**config.mk**
```make
export PLATFORM = sky130hd
export DESIGN_NAME = speech_word_player
export DESIGN_NICKNAME = d
export VERILOG_FILES = /design/src/rtl/speech_pkg.sv /design/src/rtl/speech_word_rom.sv /design/src/rtl/speech_word_player.sv
export SDC_FILE = /design/constraint.sdc
export NUM_CORES = 1
export LEC_CHECK = 0
export CAP_MARGIN = 10
export CORE_MARGIN = 2
export CORE_UTILIZATION = 57
export CTS_BUF_LIST = sky130_fd_sc_hd__clkbuf_16
export DETAILED_ROUTE_END_ITERATION = 8
export PLACE_DENSITY_LB_ADDON = 0.3
export SYNTH_ARGS = -nofsm -noshare
export SYNTH_HDL_FRONTEND = slang
export SYNTH_SLANG_ARGS = --single-unit
```
**constraint.sdc**
```tcl
create_clock -name clk -period 4.2 [get_ports clk]
set_input_delay 0.42 -clock clk [delete_from_list [all_inputs] [get_ports clk]]
set_output_delay 0.42 -clock clk [all_outputs]
set_load 0.01 [all_outputs]
```
**src/rtl/speech_pkg.sv**
```systemverilog
// Shared constants for the speech word player: defaults, FSM encoding and
// the word indices used by the calculator controller firmware.
package speech_pkg;

  localparam int unsigned DEF_ADDR_W    = 23;
  localparam int unsigned DEF_NUM_WORDS = 32;

  typedef enum logic [2:0] {
    ST_IDLE,
    ST_LOOKUP,
    ST_REQ,
    ST_WAIT,
    ST_PLAY_LO,
    ST_PLAY_HI,
    ST_DONE
  } state_t;

  localparam logic [7:0] W_DIGIT_0 = 8'h00;
  localparam logic [7:0] W_DIGIT_1 = 8'h01;
  localparam logic [7:0] W_DIGIT_2 = 8'h02;
  localparam logic [7:0] W_DIGIT_3 = 8'h03;
  localparam logic [7:0] W_DIGIT_4 = 8'h04;
  localparam logic [7:0] W_DIGIT_5 = 8'h05;
  localparam logic [7:0] W_DIGIT_6 = 8'h06;
  localparam logic [7:0] W_DIGIT_7 = 8'h07;
  localparam logic [7:0] W_DIGIT_8 = 8'h08;
  localparam logic [7:0] W_DIGIT_9 = 8'h09;
  localparam logic [7:0] W_PLUS    = 8'h0A;
  localparam logic [7:0] W_MINUS   = 8'h0B;
  localparam logic [7:0] W_EQUALS  = 8'h0C;
  localparam logic [7:0] W_TIMES   = 8'h0D;
  localparam logic [7:0] W_DIVIDE  = 8'h0E;
  localparam logic [7:0] W_POINT   = 8'h0F;
  localparam logic [7:0] W_CLEAR   = 8'h10;

endpackage

```
**src/rtl/speech_word_rom.sv**
```systemverilog
// Word index to inclusive flash word-address range. Unlisted indices
// return end < start, which the player treats as an empty word.
module speech_word_rom
  import speech_pkg::*;
#(
  parameter int unsigned ADDR_W = DEF_ADDR_W
) (
  input  logic [7:0]        idx,
  output logic [ADDR_W-1:0] start_addr,
  output logic [ADDR_W-1:0] end_addr
);

  always_comb begin
    start_addr = ADDR_W'(1);
    end_addr   = '0;
    case (idx)
      W_DIGIT_0: begin start_addr = ADDR_W'(32'h000000); end_addr = ADDR_W'(32'h00007F); end
      W_DIGIT_1: begin start_addr = ADDR_W'(32'h000080); end_addr = ADDR_W'(32'h0000FF); end
      W_DIGIT_2: begin start_addr = ADDR_W'(32'h000180); end_addr = ADDR_W'(32'h0001FF); end
      W_DIGIT_3: begin start_addr = ADDR_W'(32'h000100); end_addr = ADDR_W'(32'h000101); end
      W_DIGIT_4: begin start_addr = ADDR_W'(32'h000200); end_addr = ADDR_W'(32'h00027F); end
      W_DIGIT_5: begin start_addr = ADDR_W'(32'h000280); end_addr = ADDR_W'(32'h0002FF); end
      W_DIGIT_6: begin start_addr = ADDR_W'(32'h000300); end_addr = ADDR_W'(32'h00037F); end
      W_DIGIT_7: begin start_addr = ADDR_W'(32'h000380); end_addr = ADDR_W'(32'h0003FF); end
      W_DIGIT_8: begin start_addr = ADDR_W'(32'h000400); end_addr = ADDR_W'(32'h00047F); end
      W_DIGIT_9: begin start_addr = ADDR_W'(32'h000480); end_addr = ADDR_W'(32'h0004FF); end
      W_PLUS:    begin start_addr = ADDR_W'(32'h000500); end_addr = ADDR_W'(32'h00053F); end
      W_MINUS:   begin start_addr = ADDR_W'(32'h000540); end_addr = ADDR_W'(32'h00057F); end
      W_EQUALS:  begin start_addr = ADDR_W'(32'h000580); end_addr = ADDR_W'(32'h0005BF); end
      W_TIMES:   begin start_addr = ADDR_W'(32'h0005C0); end_addr = ADDR_W'(32'h0005FF); end
      W_DIVIDE:  begin start_addr = ADDR_W'(32'h000600); end_addr = ADDR_W'(32'h00063F); end
      W_POINT:   begin start_addr = ADDR_W'(32'h000640); end_addr = ADDR_W'(32'h00067F); end
      W_CLEAR:   begin start_addr = ADDR_W'(32'h000680); end_addr = ADDR_W'(32'h0006FF); end
      default:   begin start_addr = ADDR_W'(1);         end_addr = '0;                   end
    endcase
  end

endmodule

```
**src/rtl/speech_word_player.sv**
```systemverilog
// Plays one speech word: looks up its flash range, fetches 32-bit words one
// at a time and emits two 16-bit samples per word on the sample-rate tick.
module speech_word_player
  import speech_pkg::*;
#(
  parameter int unsigned CLK_FREQ_HZ    = 25000000,
  parameter int unsigned SAMPLE_RATE_HZ = 22000,
  parameter int unsigned ADDR_W         = DEF_ADDR_W,
  parameter int unsigned NUM_WORDS      = DEF_NUM_WORDS
) (
  input  logic              clk,
  input  logic              reset_n,
  input  logic [7:0]        word_sel,
  input  logic              play,
  input  logic              stop,
  output logic              busy,
  output logic              word_done,
  output logic [ADDR_W-1:0] flash_addr,
  output logic              flash_read,
  input  logic              flash_waitrequest,
  input  logic              flash_readdatavalid,
  input  logic [31:0]       flash_readdata,
  output logic [15:0]       sample_out,
  output logic              sample_valid
);

  localparam int unsigned TICK_DIV = CLK_FREQ_HZ / SAMPLE_RATE_HZ;
  localparam int unsigned CNT_W    = (TICK_DIV > 1) ? $clog2(TICK_DIV) : 1;

  state_t            state;
  logic [CNT_W-1:0]  tick_cnt;
  logic              tick;
  logic [7:0]        idx;
  logic [ADDR_W-1:0] cur_addr;
  logic [ADDR_W-1:0] rom_start;
  logic [ADDR_W-1:0] rom_end;
  logic [31:0]       data_buf;
  logic              stop_pend;
  logic              orphan;
  logic              empty_word;

  speech_word_rom #(.ADDR_W(ADDR_W)) u_rom (
    .idx        (idx),
    .start_addr (rom_start),
    .end_addr   (rom_end)
  );

  assign tick       = (tick_cnt == CNT_W'(TICK_DIV - 1));
  assign empty_word = (32'(idx) >= NUM_WORDS) || (rom_end < rom_start);

  // orphan marks an accepted read abandoned by stop; its data is discarded and
  // no new request is raised until it has drained.
  always_ff @(posedge clk) begin
    if (!reset_n) begin
      state        <= ST_IDLE;
      tick_cnt     <= '0;
      idx          <= '0;
      cur_addr     <= '0;
      data_buf     <= '0;
      stop_pend    <= 1'b0;
      orphan       <= 1'b0;
      busy         <= 1'b0;
      word_done    <= 1'b0;
      flash_addr   <= '0;
      flash_read   <= 1'b0;
      sample_out   <= '0;
      sample_valid <= 1'b0;
    end else begin
      sample_valid <= 1'b0;
      word_done    <= 1'b0;
      if (state == ST_IDLE) tick_cnt <= '0;
      else                  tick_cnt <= tick ? '0 : tick_cnt + CNT_W'(1);
      if (flash_readdatavalid) orphan <= 1'b0;

      case (state)
        ST_IDLE: begin
          if (play) begin
            idx       <= word_sel;
            busy      <= 1'b1;
            stop_pend <= 1'b0;
            state     <= ST_LOOKUP;
          end
        end
        ST_LOOKUP: begin
          if (stop || empty_word) begin
            state <= ST_DONE; word_done <= 1'b1; busy <= 1'b0;
          end else begin
            cur_addr   <= rom_start;
            flash_addr <= rom_start;
            flash_read <= !orphan || flash_readdatavalid;
            state      <= ST_REQ;
          end
        end
        ST_REQ: begin
          if (flash_read) begin
            if (stop) stop_pend <= 1'b1;
            if (!flash_waitrequest) begin
              flash_read <= 1'b0;
              if (stop || stop_pend) begin
                orphan <= 1'b1;
                state <= ST_DONE; word_done <= 1'b1; busy <= 1'b0;
              end else begin
                state <= ST_WAIT;
              end
            end
          end else if (stop || stop_pend) begin
            state <= ST_DONE; word_done <= 1'b1; busy <= 1'b0;
          end else if (!orphan || flash_readdatavalid) begin
            flash_read <= 1'b1;
          end
        end
        ST_WAIT: begin
          if (flash_readdatavalid) begin
            data_buf <= flash_readdata;
            if (stop) begin
              state <= ST_DONE; word_done <= 1'b1; busy <= 1'b0;
            end else begin
              state <= ST_PLAY_LO;
            end
          end else if (stop) begin
            orphan <= 1'b1;
            state <= ST_DONE; word_done <= 1'b1; busy <= 1'b0;
          end
        end
        ST_PLAY_LO: begin
          if (stop) begin
            state <= ST_DONE; word_done <= 1'b1; busy <= 1'b0;
          end else if (tick) begin
            sample_out   <= data_buf[15:0];
            sample_valid <= 1'b1;
            state        <= ST_PLAY_HI;
          end
        end
        ST_PLAY_HI: begin
          if (stop) begin
            state <= ST_DONE; word_done <= 1'b1; busy <= 1'b0;
          end else if (tick) begin
            sample_out   <= data_buf[31:16];
            sample_valid <= 1'b1;
            if (cur_addr == rom_end) begin
              state <= ST_DONE; word_done <= 1'b1; busy <= 1'b0;
            end else begin
              cur_addr   <= cur_addr + ADDR_W'(1);
              flash_addr <= cur_addr + ADDR_W'(1);
              flash_read <= 1'b1;
              state      <= ST_REQ;
            end
          end
        end
        ST_DONE: state <= ST_IDLE;
        default: state <= ST_IDLE;
      endcase
    end
  end

endmodule

```
==> results of run 1 <==
[through the flow]
| step | power, uW | cells | setup slack, ns |
|---|---|---|---|
| 6_report | 2810 | 853 | 0.948 |
| 5_1_grt | 2960 | 853 | 0.724 |
| 4_1_cts | 2810 | 852 | 0.992 |
| 3_5_place_dp | 1960 | 836 | 1.09 |
| 3_3_place_gp | 1940 | 836 | 1.27 |
| 2_1_floorplan | 1750 | 678 | 1.46 |
[sequential cells by signal, summed over array words and instances (netlist names), named ones only]
| register | cells |
|---|---|
| busy | 1 |
| data_buf | 32 |
| flash_read | 1 |
| stop_pend | 1 |
| state | 3 |
| orphan | 1 |
| sample_valid | 1 |
| word_done | 1 |
| idx | 8 |
| cur_addr | 23 |
| tick_cnt | 11 |
| sample_out | 16 |
[critical path: cells and delay by family (launching register included)]
kind                     cells  cell delay, ns
AND/OR/NAND/NOR              5            2.12
AO/OA/AOI/OAI                2            0.50
flip-flops                   1            0.35
adder cells (fa/ha/maj)      1            0.21
[cells by family after synthesis]
family | count (synthesis) | share of synthesized area
compound gates | 148 | 0.170
mux | 14 | 0.0274
simple gates | 330 | 0.300
xor+xnor | 11 | 0.0185
fa+ha+maj | 10 | 0.0241
buf+inv | 57 | 0.0440
flops | 108 | 0.416
[layout by cell type (no fill, tap or decap), types with 5 or more instances in the layout]
master / instances
nand2_1: 135
dfxtp_1: 108
clkdlybuf4s50_1: 88
nor2_1: 60
a21oi_1: 59
o21ai_0: 44
nand3_1: 38
nand4_1: 17
nor3_1: 14
and3_1: 13
or3_1: 13
mux2i_1: 12
inv_1: 12
ha_1: 10
or4_1: 9
clkbuf_16: 9
xnor2_1: 7
o211ai_1: 7
buf_4: 6
and2_1: 5
a31oi_1: 5
nor4_1: 5
[per-layer routing]
| metal | share of wire | GRT usage | up-vias |
|---|---|---|---|
| li1 | - | - | 2513 |
| met1 | 0.43 | 0.367 | 2387 |
| met2 | 0.48 | 0.450 | 239 |
| met3 | 0.081 | 0.0527 | 15 |
| met4 | 0.0085 | 0.0527 | 0 |
| met5 | 0 | 0 | - |
[area by class of cell]
class	count	area [um2]
Clock buffer	9	225
Clock inverter	7	77.6
Fill cell	685	2350
Inverter	13	48.8
Multi-Input combinational cell	513	2820
Sequential cell	108	2160
Tap cell	108	135
Timing Repair Buffer	95	941
[power by group through the flow]
stage	Clock, uW	Combinational [uW]	Sequential, uW
after floorplan	0	558	1190
after global placement	0	688	1250
after detailed placement	0	708	1260
after CTS	859	715	1230
after global routing	897	806	1250
final	844	728	1240
[path summary, 6_finish.rpt]
check | start | endpoint | cells past startpoint
max reg2reg | idx[7]$_SDFFE_PN0P_ | cur_addr[21]$_SDFFE_PN0P_ | 8
max | idx[7]$_SDFFE_PN0P_ | cur_addr[21]$_SDFFE_PN0P_ | 8
min reg2reg | tick_cnt[0]$_SDFF_PP0_ | tick_cnt[0]$_SDFF_PP0_ | 1
min | tick_cnt[0]$_SDFF_PP0_ | tick_cnt[0]$_SDFF_PP0_ | 1
==> impl_metrics.yaml, run 1 <==
floorplanning:
  fp.dieH_um: 99.5
  core_area_mm2: 0.00876
  placementRows: 34
  start_util: 0.593
  dieWidth_um: 99.5
  io_pins: 89
  die-area_mm2: 0.00990
min_path:
  hp-class: "flop to flop"
synth:
  ys_warn_count: 0
  post-synth-top-count-cell: "nand2_1"
  synth-edff-count: 0
  yosys.area.top_type: "dfxtp_1"
  yosysTopAreaCellShare: 0.416
  synth_cell_types: 55
  synthesis.area_mm2: 0.00520
  ys_top_cells_by_area: "dfxtp_1 (42%), nand2_1 (9.7%), a21oi_1 (5.7%)"
  synth_flop_cell: "dfxtp_1"
  syn_inst: 678
  synth_common_cells: "nand2_1 (135), dfxtp_1 (108), nor2_1 (60)"
  syn_nets: 734
  async_flop_share: 0
  avgSynthCellArea_um2: 7.67
  synth_seq_cells: 108
  synth-seq-area-share: 0.416
timing:
  relSlewSlack: 0.226
  report.final.setup_viol: 0
  skew_ns: 0.0122
  tightest_slew_ns: 1.16
  rsz0062_at_grt: "no"
  finalCritPeriodShare: 0.774
  holdWs_ns: 0.446
  finalHoldViolations: 0
  drv_slew: 0
  finalCriticalPeriod_ns: 3.25
  setup_tns_ns: 0
  max_freq_ghz: 0.308
power_and_ir_drop:
  power.switching_uw: 958
  power.density_mw_per_mm2: 439
  pwr-share-comb: 0.259
  seq_power_share: 0.441
  swShare: 0.341
  ir_drop_v: 0.000287
  intPower_uw: 1850
  power.leakage_uw: 0.00226
  clockPowerShare: 0.300
critical_path:
  crit_type: "flop to flop"
  critPathRequiredTime_ns: 4.46
  cp_slowest_cell: "or4b_2"
  cp-start-kind: "flop"
  worstSetupEndpointType: "flop"
  critPathMaxStageDelay_ns: 0.63
  critPathArrivalTime_ns: 3.51
  rrSetupSlack_ns: 0.95
  crit_path_cell_trace: "nor3_1 -> nand2_1 -> ha_1 -> or4b_2 -> nand4_1 -> o21ai_1 -> or4_1 -> o21ai_0"
  cp_max_fo: 16
clock_network:
  cts_buffer_depth: 2
  cts-resized-gates: 0
  clk_pin_slew_ns: 0.08
  clkLatencyLatePin_ns: 0.35
  cts_setup_buffers: 0
  cts_sinks: 108
  cts_buffers: 9
  cts_tree: "yes"
  cts_root_buf: "clkbuf_16"
  htreeDepth: 3
  cts_hold_buf: 0
global_route:
  grt_max_degree: 65
  grt_pass1_wl_mm: 22.1
  grt_pass1_vias: 4653
  gr-total-overflow: 0
  globalRouteTotalUtil: 0.269
  antenna_found_initial: 0
layout:
  layout-drive-gt1-share: 0.0497
  utilization: 0.731
  antenna_cells: 0
  area_delta_synth_final_pct: 23.3
  nets: 796
  stdcell_area_mm2: 0.00641
routing:
  ant_nets: 0
  via_per_inst: 6.04
  vias: 5154
  wl_per_cell_um: 15.8
  drt-initial-drc-count: 366
  dr.pass1.iters: 7
  drt-total-wl_mm: 13.5
  route.detailed.drc: 0
place:
  place_hpwl_mm: 9.10
  gp_congestion: 0.939
  io_buffers: 88
  placed_cell_area_mm2: 0.00609
status:
  outcome: "completed"
flow_run:
  max_cap_violations: 0
Power figures use the tool's default switching activity.
==> inputs of run 2 (changes only) <==
--- a/config.mk
+++ b/config.mk
@@ -7,7 +7,7 @@
 export LEC_CHECK = 0
 export CAP_MARGIN = 10
 export CORE_MARGIN = 2
-export CORE_UTILIZATION = 57
+export CORE_UTILIZATION = 53
 export CTS_BUF_LIST = sky130_fd_sc_hd__clkbuf_16
 export DETAILED_ROUTE_END_ITERATION = 8
 export PLACE_DENSITY_LB_ADDON = 0.3
==> constraint.sdc (replaced) <==
create_clock -name clk -period 3.4 [get_ports clk]
set_input_delay 0.34 -clock clk [delete_from_list [all_inputs] [get_ports clk]]
set_output_delay 0.34 -clock clk [all_outputs]
set_load 0.01 [all_outputs]
==> run 2 against run 1 <==
Compared with the run above:
- first-iteration DRC count shrank 5.7%
- utilization shrank 6.1 points
- die area grew 7.2%
- critical path depth is the same
- register-to-register slack lost 0.74 ns
- sequential cell count is the same
- cell count grew 3.5%
- global-route usage shrank 1.6 points
==> impl_metrics.yaml, run 2 (same netlist as run 1, synthesis figures left out) <==
floorplanning:
  io_pins: 89
  fp.dieH_um: 103
  die-area_mm2: 0.0106
  core_area_mm2: 0.00964
  start_util: 0.539
  placementRows: 36
  dieWidth_um: 103
layout:
  largest-register: "data_buf"
  antenna_cells: 0
  largestRegisters: "data_buf: 32 flops, cur_addr: 23 flops, sample_out: 16 flops"
  largest_reg_flops: 32
  stdcell_area_mm2: 0.00646
  final.fill_count: 820
  final_common_cell: "nand2_1"
  area_delta_synth_final_pct: 24.2
  final_cell_mix: "nand2_1 (135), dfxtp_1 (108), clkdlybuf4s50_1 (88)"
  nets: 802
  layout-drive-gt1-share: 0.0560
power_and_ir_drop:
  clockPowerShare: 0.292
  intPower_uw: 2290
  power.density_mw_per_mm2: 534
  seq_power_share: 0.438
  ir_drop_v: 0.000253
  power.total_uw: 3450
  pwr-share-comb: 0.270
  power.switching_uw: 1160
  swShare: 0.336
  power.leakage_uw: 0.00229
flow_run:
  max_cap_violations: 0
clock_network:
  cts_hold_buf: 0
  cts_tree: "yes"
  cts_setup_buffers: 0
  clk_pin_slew_ns: 0.08
  cts_buffers: 9
  cts-resized-gates: 0
  cts_sinks: 108
  htreeDepth: 3
  cts_buffer_depth: 2
  cts_root_buf: "clkbuf_16"
  clkLatencyLatePin_ns: 0.35
routing:
  via_per_inst: 5.81
  wl_per_cell_um: 14.7
  drt-initial-drc-count: 345
  route.detailed.drc: 0
  dr.pass1.iters: 5
  ant_nets: 0
  vias: 5134
  drt-total-wl_mm: 13.0
timing:
  relSlewSlack: 0.289
  report.final.setup_viol: 0
  skew_ns: 0.00899
  holdWs_ns: 0.450
  setup_tns_ns: 0
  drv_slew: 0
  finalCritPeriodShare: 0.938
  tightest_slew_ns: 1.06
  finalHoldViolations: 0
  max_freq_ghz: 0.313
  finalCriticalPeriod_ns: 3.19
  rsz0062_at_grt: "no"
critical_path:
  worstSetupEndpointType: "flop"
  cp-start-kind: "flop"
  crit_type: "flop to flop"
  critPathArrivalTime_ns: 3.47
  cp_max_fo: 16
  critPathRequiredTime_ns: 3.68
global_route:
  antenna_found_initial: 0
  gr-total-overflow: 0
  grt_pass1_vias: 4687
  grt_pass1_wl_mm: 21.5
  globalRouteTotalUtil: 0.253
  grt_max_degree: 65
min_path:
  hp-class: "flop to flop"
place:
  gp_congestion: 0.888
  place_hpwl_mm: 9.05
  io_buffers: 88
  placed_cell_area_mm2: 0.00617
status:
  outcome: "completed"
[run 2: final timing paths]
path                                        startpoint                        to  slack (ns)  cells past startpoint
worst min-delay path            tick_cnt[0]$_SDFF_PP0_    tick_cnt[0]$_SDFF_PP0_        0.45                      1
worst min register to register  tick_cnt[0]$_SDFF_PP0_    tick_cnt[0]$_SDFF_PP0_        0.45                      1
worst max-delay path               idx[7]$_SDFFE_PN0P_  cur_addr[3]$_SDFFE_PN0P_        0.21                      8
worst max register to register     idx[7]$_SDFFE_PN0P_  cur_addr[3]$_SDFFE_PN0P_        0.21                      8
[run 2: worst max-delay path, cell delays in order, from the launching register on]
cell and delay [ns]:
dfxtp_1 0.34, nor3_1 0.40, nand2_1 0.16, ha_1 0.22, or4b_2 0.64, nand4_1 0.27, o21ai_1 0.38, or4_1 0.61
o21ai_0 0.09
[run 2: cell type report]
| class | instances | area (um2) | share of cell area |
|---|---|---|---|
| clock inverters | 6 | 57.6 | 0.00891 |
| multi-input cells | 513 | 2820 | 0.437 |
| clock buffers | 9 | 225 | 0.0349 |
| well taps | 133 | 166 | 0.0258 |
| inverters | 13 | 48.8 | 0.00756 |
| repair buffers | 101 | 978 | 0.152 |
| flip-flops and latches | 108 | 2160 | 0.335 |
[run 2: layer usage]
layer / GRT usage / routed length (um)
met1: 0.332 / 5770
met2: 0.419 / 6190
met3: 0.0359 / 856
met4: 0.107 / 201
met5: 0 / 0
[run 2: power by group through the flow]
| stage | Clock [uW] | Combinational, uW | Sequential, uW |
|---|---|---|---|
| 6_report | 1010 | 930 | 1510 |
| 4_1_cts | 1030 | 920 | 1510 |
| 3_5_place_dp | 0 | 913 | 1540 |
| 5_1_grt | 1070 | 1040 | 1530 |
| 2_1_floorplan | 0 | 690 | 1480 |
| 3_3_place_gp | 0 | 883 | 1530 |
[run 2: per-stage QoR]
stage                util  cells  setup WS (ns)
global placement    0.641    868          0.489
CTS                 0.670    883          0.231
finish              0.670    883          0.209
global route        0.670    883         0.0486
detailed placement  0.641    868          0.259
floorplan               -    678          0.664
==> inputs of run 3 (changes only) <==
--- a/config.mk
+++ b/config.mk
@@ -10,6 +10,7 @@
 export CORE_UTILIZATION = 53
 export CTS_BUF_LIST = sky130_fd_sc_hd__clkbuf_16
 export DETAILED_ROUTE_END_ITERATION = 8
+export MAX_ROUTING_LAYER = met4
 export PLACE_DENSITY_LB_ADDON = 0.3
 export SYNTH_ARGS = -nofsm -noshare
 export SYNTH_HDL_FRONTEND = slang
==> run 3 against run 2 <==
Compared with the run above:
- die area unchanged
- register-to-register slack improved by 0.05 ns
- sequential power is essentially flat
- clock power hardly changed
- highest routed layer unchanged
- first-iteration DRC count fell by 17%
- power about the same
- combinational power hardly changed
- utilization shrank 0.091 points
- setup slack improved by 0.049 ns
- count of clock-buffer cells in the layout is the same
- critical endpoint is now cur_addr[13]$_SDFFE_PN0P_
- via count up 0.66%
==> impl_metrics.yaml, run 3 (same netlist as run 1, synthesis figures left out) <==
status:
  outcome: "completed"
timing:
  relSlewSlack: 0.305
  finalCritPeriodShare: 0.924
  max_freq_ghz: 0.318
  drv_slew: 0
  finalHoldViolations: 0
  rsz0062_at_grt: "no"
  setup_tns_ns: 0
  finalCriticalPeriod_ns: 3.14
  skew_ns: 0.0111
  report.final.setup_viol: 0
  tightest_slew_ns: 1.04
layout:
  stdcell_area_mm2: 0.00645
  final_cell_mix: "nand2_1 (135), dfxtp_1 (108), clkdlybuf4s50_1 (88)"
  layout-drive-gt1-share: 0.0547
  largest_reg_flops: 32
  nets: 801
  final_common_cell: "nand2_1"
  area_delta_synth_final_pct: 24.0
  largestRegisters: "data_buf: 32 flops, cur_addr: 23 flops, sample_out: 16 flops"
  largest-register: "data_buf"
  antenna_cells: 0
global_route:
  gr-total-overflow: 0
  grt_max_degree: 63
  grt_pass1_wl_mm: 21.3
  globalRouteTotalUtil: 0.260
  grt_pass1_vias: 4679
  antenna_found_initial: 0
routing:
  drt-total-wl_mm: 13.2
  route.detailed.drc: 0
  via_per_inst: 5.86
  ant_nets: 0
  wl_per_cell_um: 15.0
  drt-initial-drc-count: 287
  dr.pass1.iters: 6
  vias: 5168
power_and_ir_drop:
  ir_drop_v: 0.000308
  power.leakage_uw: 0.00228
  power.density_mw_per_mm2: 535
clock_network:
  cts_tree: "yes"
  cts_hold_buf: 0
  cts_buffer_depth: 2
  cts_sinks: 108
  cts_setup_buffers: 0
  htreeDepth: 3
  clk_pin_slew_ns: 0.07
  clkLatencyLatePin_ns: 0.36
  cts-resized-gates: 0
  cts_buffers: 9
  cts_root_buf: "clkbuf_16"
place:
  place_hpwl_mm: 9.03
  io_buffers: 88
  gp_congestion: 0.894
  placed_cell_area_mm2: 0.00617
critical_path:
  critPathArrivalTime_ns: 3.43
  cp_max_fo: 16
  cp-start-kind: "flop"
  reg2reg_from: "idx[7]$_SDFFE_PN0P_"
  critPathLaunch: "idx[7]$_SDFFE_PN0P_"
  crit_type: "flop to flop"
  worstSetupEndpointType: "flop"
  critPathRequiredTime_ns: 3.69
floorplanning:
  die-area_mm2: 0.0106
  placementRows: 36
  start_util: 0.539
  fp.dieH_um: 103
  dieWidth_um: 103
  core_area_mm2: 0.00964
  io_pins: 89
min_path:
  holdCritStartpoint: "data_buf[10]$_SDFFE_PN0P_"
  hp-class: "flop to flop"
flow_run:
  max_cap_violations: 0
## run 3: cell types whose count changed in the layout (fill, tap and decap cells not counted)
cell	change
buf_4	-1
clkinv_4	-1
clkinvlp_4	+1
## run 3: path summary, 6_finish.rpt
check,to,depth (start not counted),slack (ns)
min reg2reg,data_buf[10]$_SDFFE_PN0P_,2,0.46
max reg2reg,cur_addr[13]$_SDFFE_PN0P_,8,0.26
max,cur_addr[13]$_SDFFE_PN0P_,8,0.26
min,data_buf[10]$_SDFFE_PN0P_,2,0.46
## run 3: report_power, final
part	switching, uW	total (uW)	leakage, uW	internal [uW]
Clock	501	1010	0.000136	509
Sequential	140	1510	0.000874	1370
Combinational	527	929	0.00127	402
Total	1170	3450	0.00228	2280
## run 3: per-stage QoR
step / hold slack, ns / util / cells / setup WS [ns] / total power [uW]
5_1_grt: 0.473 / 0.669 / 882 / 0.0684 / 3630
3_3_place_gp: 0.426 / 0.640 / 867 / 0.489 / 2410
2_1_floorplan: 0.413 / - / 678 / 0.664 / 2170
6_report: 0.456 / 0.669 / 882 / 0.258 / 3450
3_5_place_dp: 0.446 / 0.640 / 867 / 0.330 / 2440
4_1_cts: 0.457 / 0.669 / 882 / 0.308 / 3440
## run 3: worst max-delay path: stages, from the launching register on
cell and delay, ns:
dfxtp_1 0.35, nor3_1 0.37, nand2_1 0.12, ha_1 0.20
or4b_2 0.64, nand4_1 0.29, o21ai_1 0.38, or4_1 0.64
nand2_1 0.08
## run 3: cell type report
cell class	instances	area, um2
tap	133	166
inverter	13	48.8
multi-input combinational	513	2820
fill	846	3190
clock inverter	6	56.3
timing repair buffer	100	971
clock buffer	9	225
sequential	108	2160
## run 3: per-layer routing
metal / vias to the layer above / part of all wire / track usage
li1: 2528 / - / -
met1: 2413 / 0.44 / 0.338
met2: 204 / 0.47 / 0.404
met3: 23 / 0.063 / 0.0346
met4: 0 / 0.021 / 0.114
met5: - / 0 / -
